**src/rtl/screenchar_field_writer_pkg.sv**
```systemverilog
// Shared definitions for the screen character field writer: ASCII codes,
// the sweep FSM state encoding and a power-of-ten helper.
package screenchar_pkg;

    localparam logic [7:0] CH_ZERO  = 8'h30;
    localparam logic [7:0] CH_NINE  = 8'h39;
    localparam logic [7:0] CH_SPACE = 8'h20;

    typedef enum logic [2:0] {
        ST_LATCH = 3'd0,
        ST_DIGIT = 3'd1,
        ST_NEXT  = 3'd2,
        ST_LINE  = 3'd3,
        ST_DONE  = 3'd4
    } fsm_state_t;

    // 10^n as a 64-bit constant; n up to 9 keeps it well inside range.
    function automatic logic [63:0] pow10(input int n);
        logic [63:0] acc;
        acc = 64'd1;
        for (int i = 0; i < n; i++) begin
            acc = acc * 64'd10;
        end
        return acc;
    endfunction

endpackage

```
**src/rtl/screenchar_field_writer_div10_step.sv**
```systemverilog
// One decimal digit extraction step: quotient and remainder of v / 10.
// Purely combinational so it can be swapped for a multiply-shift variant.
module div10_step #(
    parameter int VAL_W = 32
) (
    input  logic [VAL_W-1:0] i_value,
    output logic [VAL_W-1:0] o_quot,
    output logic [3:0]       o_rem
);

    assign o_quot = i_value / VAL_W'(10);
    assign o_rem  = 4'(i_value - (o_quot * VAL_W'(10)));

endmodule

```
**src/rtl/screenchar_field_writer.sv**
```systemverilog
// Continuously renders NUM_FIELDS numbers as fixed-width decimal text into
// the screen character RAM, one character per clock, and optionally copies a
// full text line into a fixed RAM region at the end of a sweep.
module screenchar_field_writer
    import screenchar_pkg::*;
#(
    parameter int                NUM_FIELDS = 4,
    parameter int                DIGITS     = 4,
    parameter int                VAL_W      = 32,
    parameter int                ADDR_W     = 8,
    parameter int                LINE_CHARS = 32,
    parameter logic [ADDR_W-1:0] LINE_BASE  = 8'hC0,
    parameter int                LEAD_BLANK = 1
) (
    input  logic                         clock,
    input  logic                         resetn,
    input  logic [NUM_FIELDS*VAL_W-1:0]  field_values,
    input  logic [NUM_FIELDS*ADDR_W-1:0] field_base,
    input  logic [LINE_CHARS*8-1:0]      line_content,
    input  logic                         line_ready,
    output logic [7:0]                   wr_data,
    output logic [ADDR_W-1:0]            wr_addr,
    output logic                         wr_en,
    output logic                         busy,
    output logic                         sweep_done
);

    localparam int IW = (NUM_FIELDS > 1) ? $clog2(NUM_FIELDS) : 1;
    localparam int DW = (DIGITS > 1)     ? $clog2(DIGITS)     : 1;
    localparam int KW = (LINE_CHARS > 1) ? $clog2(LINE_CHARS) : 1;
    localparam logic [63:0] SAT_LIMIT = pow10(DIGITS);

    fsm_state_t              r_state;
    fsm_state_t              w_state_nxt;
    logic [IW-1:0]           r_idx;
    logic [DW-1:0]           r_d;
    logic [KW-1:0]           r_k;
    logic [VAL_W-1:0]        r_work;
    logic [ADDR_W-1:0]       r_base;
    logic                    r_sat;
    logic                    r_line_pending;
    logic                    r_line_again;
    logic [LINE_CHARS*8-1:0] r_line_snap;
    logic [7:0]              r_wr_data;
    logic [ADDR_W-1:0]       r_wr_addr;
    logic                    r_wr_en;
    logic                    r_sweep_done;

    logic [VAL_W-1:0]        w_cur_val;
    logic [ADDR_W-1:0]       w_cur_base;
    logic                    w_sat;
    logic [VAL_W-1:0]        w_quot;
    logic [3:0]              w_rem;
    logic                    w_last_field;
    logic                    w_last_digit;
    logic                    w_last_char;
    logic [7:0]              w_line_char;
    logic                    w_wr_en;
    logic [7:0]              w_wr_data;
    logic [ADDR_W-1:0]       w_wr_addr;

    assign w_cur_val    = field_values[r_idx*VAL_W +: VAL_W];
    assign w_cur_base   = field_base[r_idx*ADDR_W +: ADDR_W];
    assign w_sat        = (64'(w_cur_val) >= SAT_LIMIT);
    assign w_last_field = (r_idx == IW'(NUM_FIELDS - 1));
    assign w_last_digit = (r_d == DW'(DIGITS - 1));
    assign w_last_char  = (r_k == KW'(LINE_CHARS - 1));
    assign w_line_char  = r_line_snap[r_k*8 +: 8];

    div10_step #(
        .VAL_W (VAL_W)
    ) u_div10 (
        .i_value (r_work),
        .o_quot  (w_quot),
        .o_rem   (w_rem)
    );

    // Next-state selection and the character/address chosen for this cycle
    always_comb begin
        w_state_nxt = r_state;
        w_wr_en     = 1'b0;
        w_wr_data   = 8'h00;
        w_wr_addr   = {ADDR_W{1'b0}};
        case (r_state)
            ST_LATCH: begin
                w_state_nxt = ST_DIGIT;
            end
            ST_DIGIT: begin
                w_wr_en   = 1'b1;
                w_wr_addr = r_base + ADDR_W'(DIGITS - 1) - ADDR_W'(r_d);
                if (r_sat) begin
                    w_wr_data = CH_NINE;
                end else if ((r_d != {DW{1'b0}}) && (r_work == {VAL_W{1'b0}}) && (LEAD_BLANK != 0)) begin
                    w_wr_data = CH_SPACE;
                end else begin
                    w_wr_data = CH_ZERO + {4'h0, w_rem};
                end
                if (w_last_digit) begin
                    w_state_nxt = ST_NEXT;
                end else begin
                    w_state_nxt = ST_DIGIT;
                end
            end
            ST_NEXT: begin
                if (!w_last_field) begin
                    w_state_nxt = ST_LATCH;
                end else if (r_line_pending) begin
                    w_state_nxt = ST_LINE;
                end else begin
                    w_state_nxt = ST_DONE;
                end
            end
            ST_LINE: begin
                w_wr_en   = 1'b1;
                w_wr_addr = LINE_BASE + ADDR_W'(r_k);
                w_wr_data = w_line_char;
                if (w_last_char) begin
                    w_state_nxt = ST_DONE;
                end else begin
                    w_state_nxt = ST_LINE;
                end
            end
            ST_DONE: begin
                w_state_nxt = ST_LATCH;
            end
            default: begin
                w_state_nxt = ST_LATCH;
            end
        endcase
    end

    // FSM state register
    always_ff @(posedge clock) begin
        if (!resetn) begin
            r_state <= ST_LATCH;
        end else begin
            r_state <= w_state_nxt;
        end
    end

    // Field snapshot, digit counter and running quotient
    always_ff @(posedge clock) begin
        if (!resetn) begin
            r_idx  <= {IW{1'b0}};
            r_d    <= {DW{1'b0}};
            r_work <= {VAL_W{1'b0}};
            r_base <= {ADDR_W{1'b0}};
            r_sat  <= 1'b0;
        end else begin
            case (r_state)
                ST_LATCH: begin
                    r_work <= w_cur_val;
                    r_base <= w_cur_base;
                    r_sat  <= w_sat;
                    r_d    <= {DW{1'b0}};
                end
                ST_DIGIT: begin
                    r_work <= w_quot;
                    r_d    <= r_d + DW'(1);
                end
                ST_NEXT: begin
                    if (!w_last_field) begin
                        r_idx <= r_idx + IW'(1);
                    end
                end
                ST_DONE: begin
                    r_idx <= {IW{1'b0}};
                end
                default: begin
                end
            endcase
        end
    end

    // Line copy: freeze the whole line on entry so the copy is never torn
    always_ff @(posedge clock) begin
        if (!resetn) begin
            r_k         <= {KW{1'b0}};
            r_line_snap <= {(LINE_CHARS*8){1'b0}};
        end else begin
            case (r_state)
                ST_NEXT: begin
                    if (w_last_field && r_line_pending) begin
                        r_k         <= {KW{1'b0}};
                        r_line_snap <= line_content;
                    end
                end
                ST_LINE: begin
                    r_k <= r_k + KW'(1);
                end
                default: begin
                end
            endcase
        end
    end

    // Request tracking; a request seen while a copy runs is kept for the next sweep
    always_ff @(posedge clock) begin
        if (!resetn) begin
            r_line_pending <= 1'b0;
            r_line_again   <= 1'b0;
        end else if ((r_state == ST_LINE) && w_last_char) begin
            r_line_pending <= r_line_again | line_ready;
            r_line_again   <= 1'b0;
        end else begin
            r_line_pending <= r_line_pending | line_ready;
            r_line_again   <= r_line_again | (line_ready & (r_state == ST_LINE));
        end
    end

    // Registered RAM write port and sweep-complete pulse
    always_ff @(posedge clock) begin
        if (!resetn) begin
            r_wr_en      <= 1'b0;
            r_wr_data    <= 8'h00;
            r_wr_addr    <= {ADDR_W{1'b0}};
            r_sweep_done <= 1'b0;
        end else begin
            r_wr_en      <= w_wr_en;
            r_wr_data    <= w_wr_data;
            r_wr_addr    <= w_wr_addr;
            r_sweep_done <= (r_state == ST_DONE);
        end
    end

    assign wr_en      = r_wr_en;
    assign wr_data    = r_wr_data;
    assign wr_addr    = r_wr_addr;
    assign sweep_done = r_sweep_done;
    assign busy       = r_line_pending | (r_state == ST_LINE);

endmodule

```
**config.mk**
```make
export PLATFORM = sky130hd
export DESIGN_NAME = screenchar_field_writer
export DESIGN_NICKNAME = d
export VERILOG_FILES = /design/src/rtl/screenchar_field_writer_pkg.sv /design/src/rtl/screenchar_field_writer_div10_step.sv /design/src/rtl/screenchar_field_writer.sv
export SDC_FILE = /design/constraint.sdc
export NUM_CORES = 1
export LEC_CHECK = 0
export ABC_AREA = 1
export ABC_CLOCK_PERIOD_IN_PS = 13800
export CORE_UTILIZATION = 50
export DETAILED_ROUTE_END_ITERATION = 10
export PLACE_DENSITY = 0.81
export SYNTH_ARGS = -nofsm -noshare
export SYNTH_HDL_FRONTEND = slang
export SYNTH_SLANG_ARGS = --single-unit
```
**constraint.sdc**
```tcl
create_clock -name clock -period 13.8 [get_ports clock]
set_clock_uncertainty 0.1 [all_clocks]
set_input_delay 1.38 -clock clock [delete_from_list [all_inputs] [get_ports clock]]
set_output_delay 1.38 -clock clock [all_outputs]
set_load 0.005 [all_outputs]
```
==> reports/results.ini, run 1 <==
[die]
rows = 68
core_area_um2 = 34880
die_area_um2 = 36510
start_util_pct = 51.24
num_io_pins = 438
die_w_um = 191.1
die_h_um = 191.1

[logic_synthesis]
synth_ff_type = dfxtp_1
async_flop_share_pct = 0
synth_area_um2 = 17870
synth-seq-cells = 329
syn_area_per_cell_um2 = 6.566
synth_cell_types = 44
yosysWarnings = 0
synth_edf_count = 0
mappedNetlistNets = 3159
yosysSeqAreaShare_pct = 36.85
synth_cells = 2722

[worst_hold_path]
hp-class = register to register

[critical_path]
cp_max_fo = 6
r2r-start = r_work[30]$_SDFFE_PN0P_
arrival_ns = 12.17
cpPeakStageDelay_ns = 0.46
critical_path.startpoint = r_work[30]$_SDFFE_PN0P_
critPathRequiredTime_ns = 14.07
path_class = register to register
critPathCaptureType = register
crit_end = wr_data[3]$_SDFF_PN0_
regToRegSetupSlack_ns = 1.90
rr_endpoint = wr_data[3]$_SDFF_PN0_
r2r_cells = 120
cp_slowest_cell = o211ai_1
critPathLaunchType = register
critical_path.most_common_cell = nand2_2

[placement]
place.gp.congestion = 0.9586
dp.final_hpwl_um = 42350
port_buffers = 437
pre_cts_ws_ns = 2.138

[clock_network]
clkSinkCount = 329
worstSkewPairLatency_ns = 0.51
post_cts_buffers = 0
clk_pin_slew_ns = 0.06
htreeDepth = 2
cts_buffers = 37
clockBufferDepth = 3
cts_tree = built
cts-root-buf = clkbuf_16
cts.repair.resized = 0
postCtsHoldBufs = 0

[layout]
most-common-layout-cells = 686 x nor2_1, 442 x o21ai_0, 436 x clkdlybuf4s50_1
final_common_cell = nor2_1
layout.nets = 3475
syn_to_final_growth_pct = 31.86
drive_gt1_share_pct = 7.735

[detailed_routing]
vias = 20110
drcViolationCount = 0
drt_wl_total_um = 61410
wl_per_cell_um = 17.44
drt_iter0_drc = 2159
ant_nets = 0
dr.pass1.iters = 6
via_per_inst = 5.711

[global_routing]
grt.total_usage_pct = 32.13
grt_overflow = 0
grt_antenna_before_repair = 2
grt_pass1_vias = 18550
grt_pass1_wl_um = 95260
grt_max_degree = 170

[run]
max_cap_viol_count = 0

[sta]
setup-tns-final_ns = 0
final.period_utilization_pct = 86.23
setup_ws_ns = 1.900
hold_viol_final = 0
whs_ns = 0.3533
fin_crit_ns = 11.90
relSlewSlack_pct = 25.54
rsz0062_at_grt = no
slew_viol_final = 0
tightest_slew_ns = 1.117
max_freq_ghz = 0.08404
setup_violations = 0

[status]
status = complete, no violations

[worst min-delay path by stage]
stage | start | endpoint | slack (ns) | cells after the start
6_report | r_line_snap[98]$_SDFFE_PN0P_ | r_line_snap[98]$_SDFFE_PN0P_ | 0.35 | 2
5_1_grt | r_line_snap[215]$_SDFFE_PN0P_ | r_line_snap[215]$_SDFFE_PN0P_ | 0.38 | 2
4_1_cts | r_line_snap[98]$_SDFFE_PN0P_ | r_line_snap[98]$_SDFFE_PN0P_ | 0.35 | 2
3_5_place_dp | r_line_snap[98]$_SDFFE_PN0P_ | r_line_snap[98]$_SDFFE_PN0P_ | 0.34 | 2
3_3_place_gp | r_line_snap[96]$_SDFFE_PN0P_ | r_line_snap[96]$_SDFFE_PN0P_ | 0.33 | 2
2_1_floorplan | r_line_snap[141]$_SDFFE_PN0P_ | r_line_snap[141]$_SDFFE_PN0P_ | 0.32 | 2
[state kept, by name, summed over array words and instances (netlist names)]
| register | count |
|---|---|
| r_base | 8 |
| r_d | 2 |
| r_idx | 2 |
| r_k | 5 |
| r_line_again | 1 |
| r_line_pending | 1 |
| r_line_snap | 256 |
| r_sat | 1 |
| r_state | 3 |
| r_work | 32 |
| sweep_done | 1 |
| wr_addr | 8 |
| wr_data | 8 |
| wr_en | 1 |
[through the flow]
step,std cells,area (um2),util [%]
5_1_grt,3521,23570,67.55
2_1_floorplan,2722,17870,-
4_1_cts,3519,23560,67.54
3_5_place_dp,3454,22320,63.97
6_report,3522,23570,67.56
3_3_place_gp,3454,22320,63.97
[cells in the mapped netlist, drive strengths merged (5+ instances only)]
master / n / area [um2]
a21oi: 103 / 519.3
a221oi: 5 / 43.79
a31oi: 11 / 68.82
a32o: 25 / 250.2
clkbuf: 175 / 656.9
clkinv: 7 / 26.28
dfxtp: 329 / 6586
ha: 16 / 200.2
inv: 165 / 619.4
nand2: 407 / 1833
nand3: 176 / 1021
nand4: 20 / 125.1
nor2: 688 / 2582
nor3: 13 / 65.06
o211ai: 6 / 45.04
o21ai: 449 / 2255
o221ai: 40 / 350.3
o22ai: 47 / 294.0
[logic make-up after synthesis]
kind of cell | after synthesis | synth area share (%)
buffers and inverters | 351 | 7.371
XOR/XNOR | 5 | 0.2451
AND/OR/NAND/NOR | 1314 | 31.85
AO/OA/AOI/OAI | 705 | 22.34
flip-flops | 329 | 36.85
adder cells (fa/ha/maj) | 18 | 1.344
[layout make-up]
class	count	area, um2
repair buffers	456	4518
multi-input cells	2042	9980
well taps	455	569.3
clock inverters	14	183.9
diodes	3	7.507
flip-flops and latches	329	6594
inverters	172	655.6
fillers	2989	11320
clock buffers	51	1060
[worst max-delay path, delay by kind of cell, from the launching register on]
family / cells / cell delay [ns]
AOI/OAI and AO/OA: 4 / 0.70
xor gates and xnor gates: 1 / 0.20
adders and majority gates: 3 / 0.85
buffers and inverters: 12 / 0.77
DFF: 1 / 0.33
and+or+nand+nor: 100 / 8.83
[per-layer routing]
metal | global-route usage [%] | part of all wire [%]
met3 | 4.241 | 8.1
met2 | 52.41 | 47
met5 | 0 | 0
met4 | 12.52 | 3.6
met1 | 42.90 | 42
Power of run 1 is left out: the tool's default activity adds up to more than one toggle a clock period on the data nets, which glitch-free logic cannot reach.
==> run 2, diff against run 1 <==
Settings changed: TNS_END_PERCENT from default to 10.
==> results of run 2 <==
No change in the layout: final DEF, timing and power equal those of run 1.
Power of run 2 is left out for the same reason.
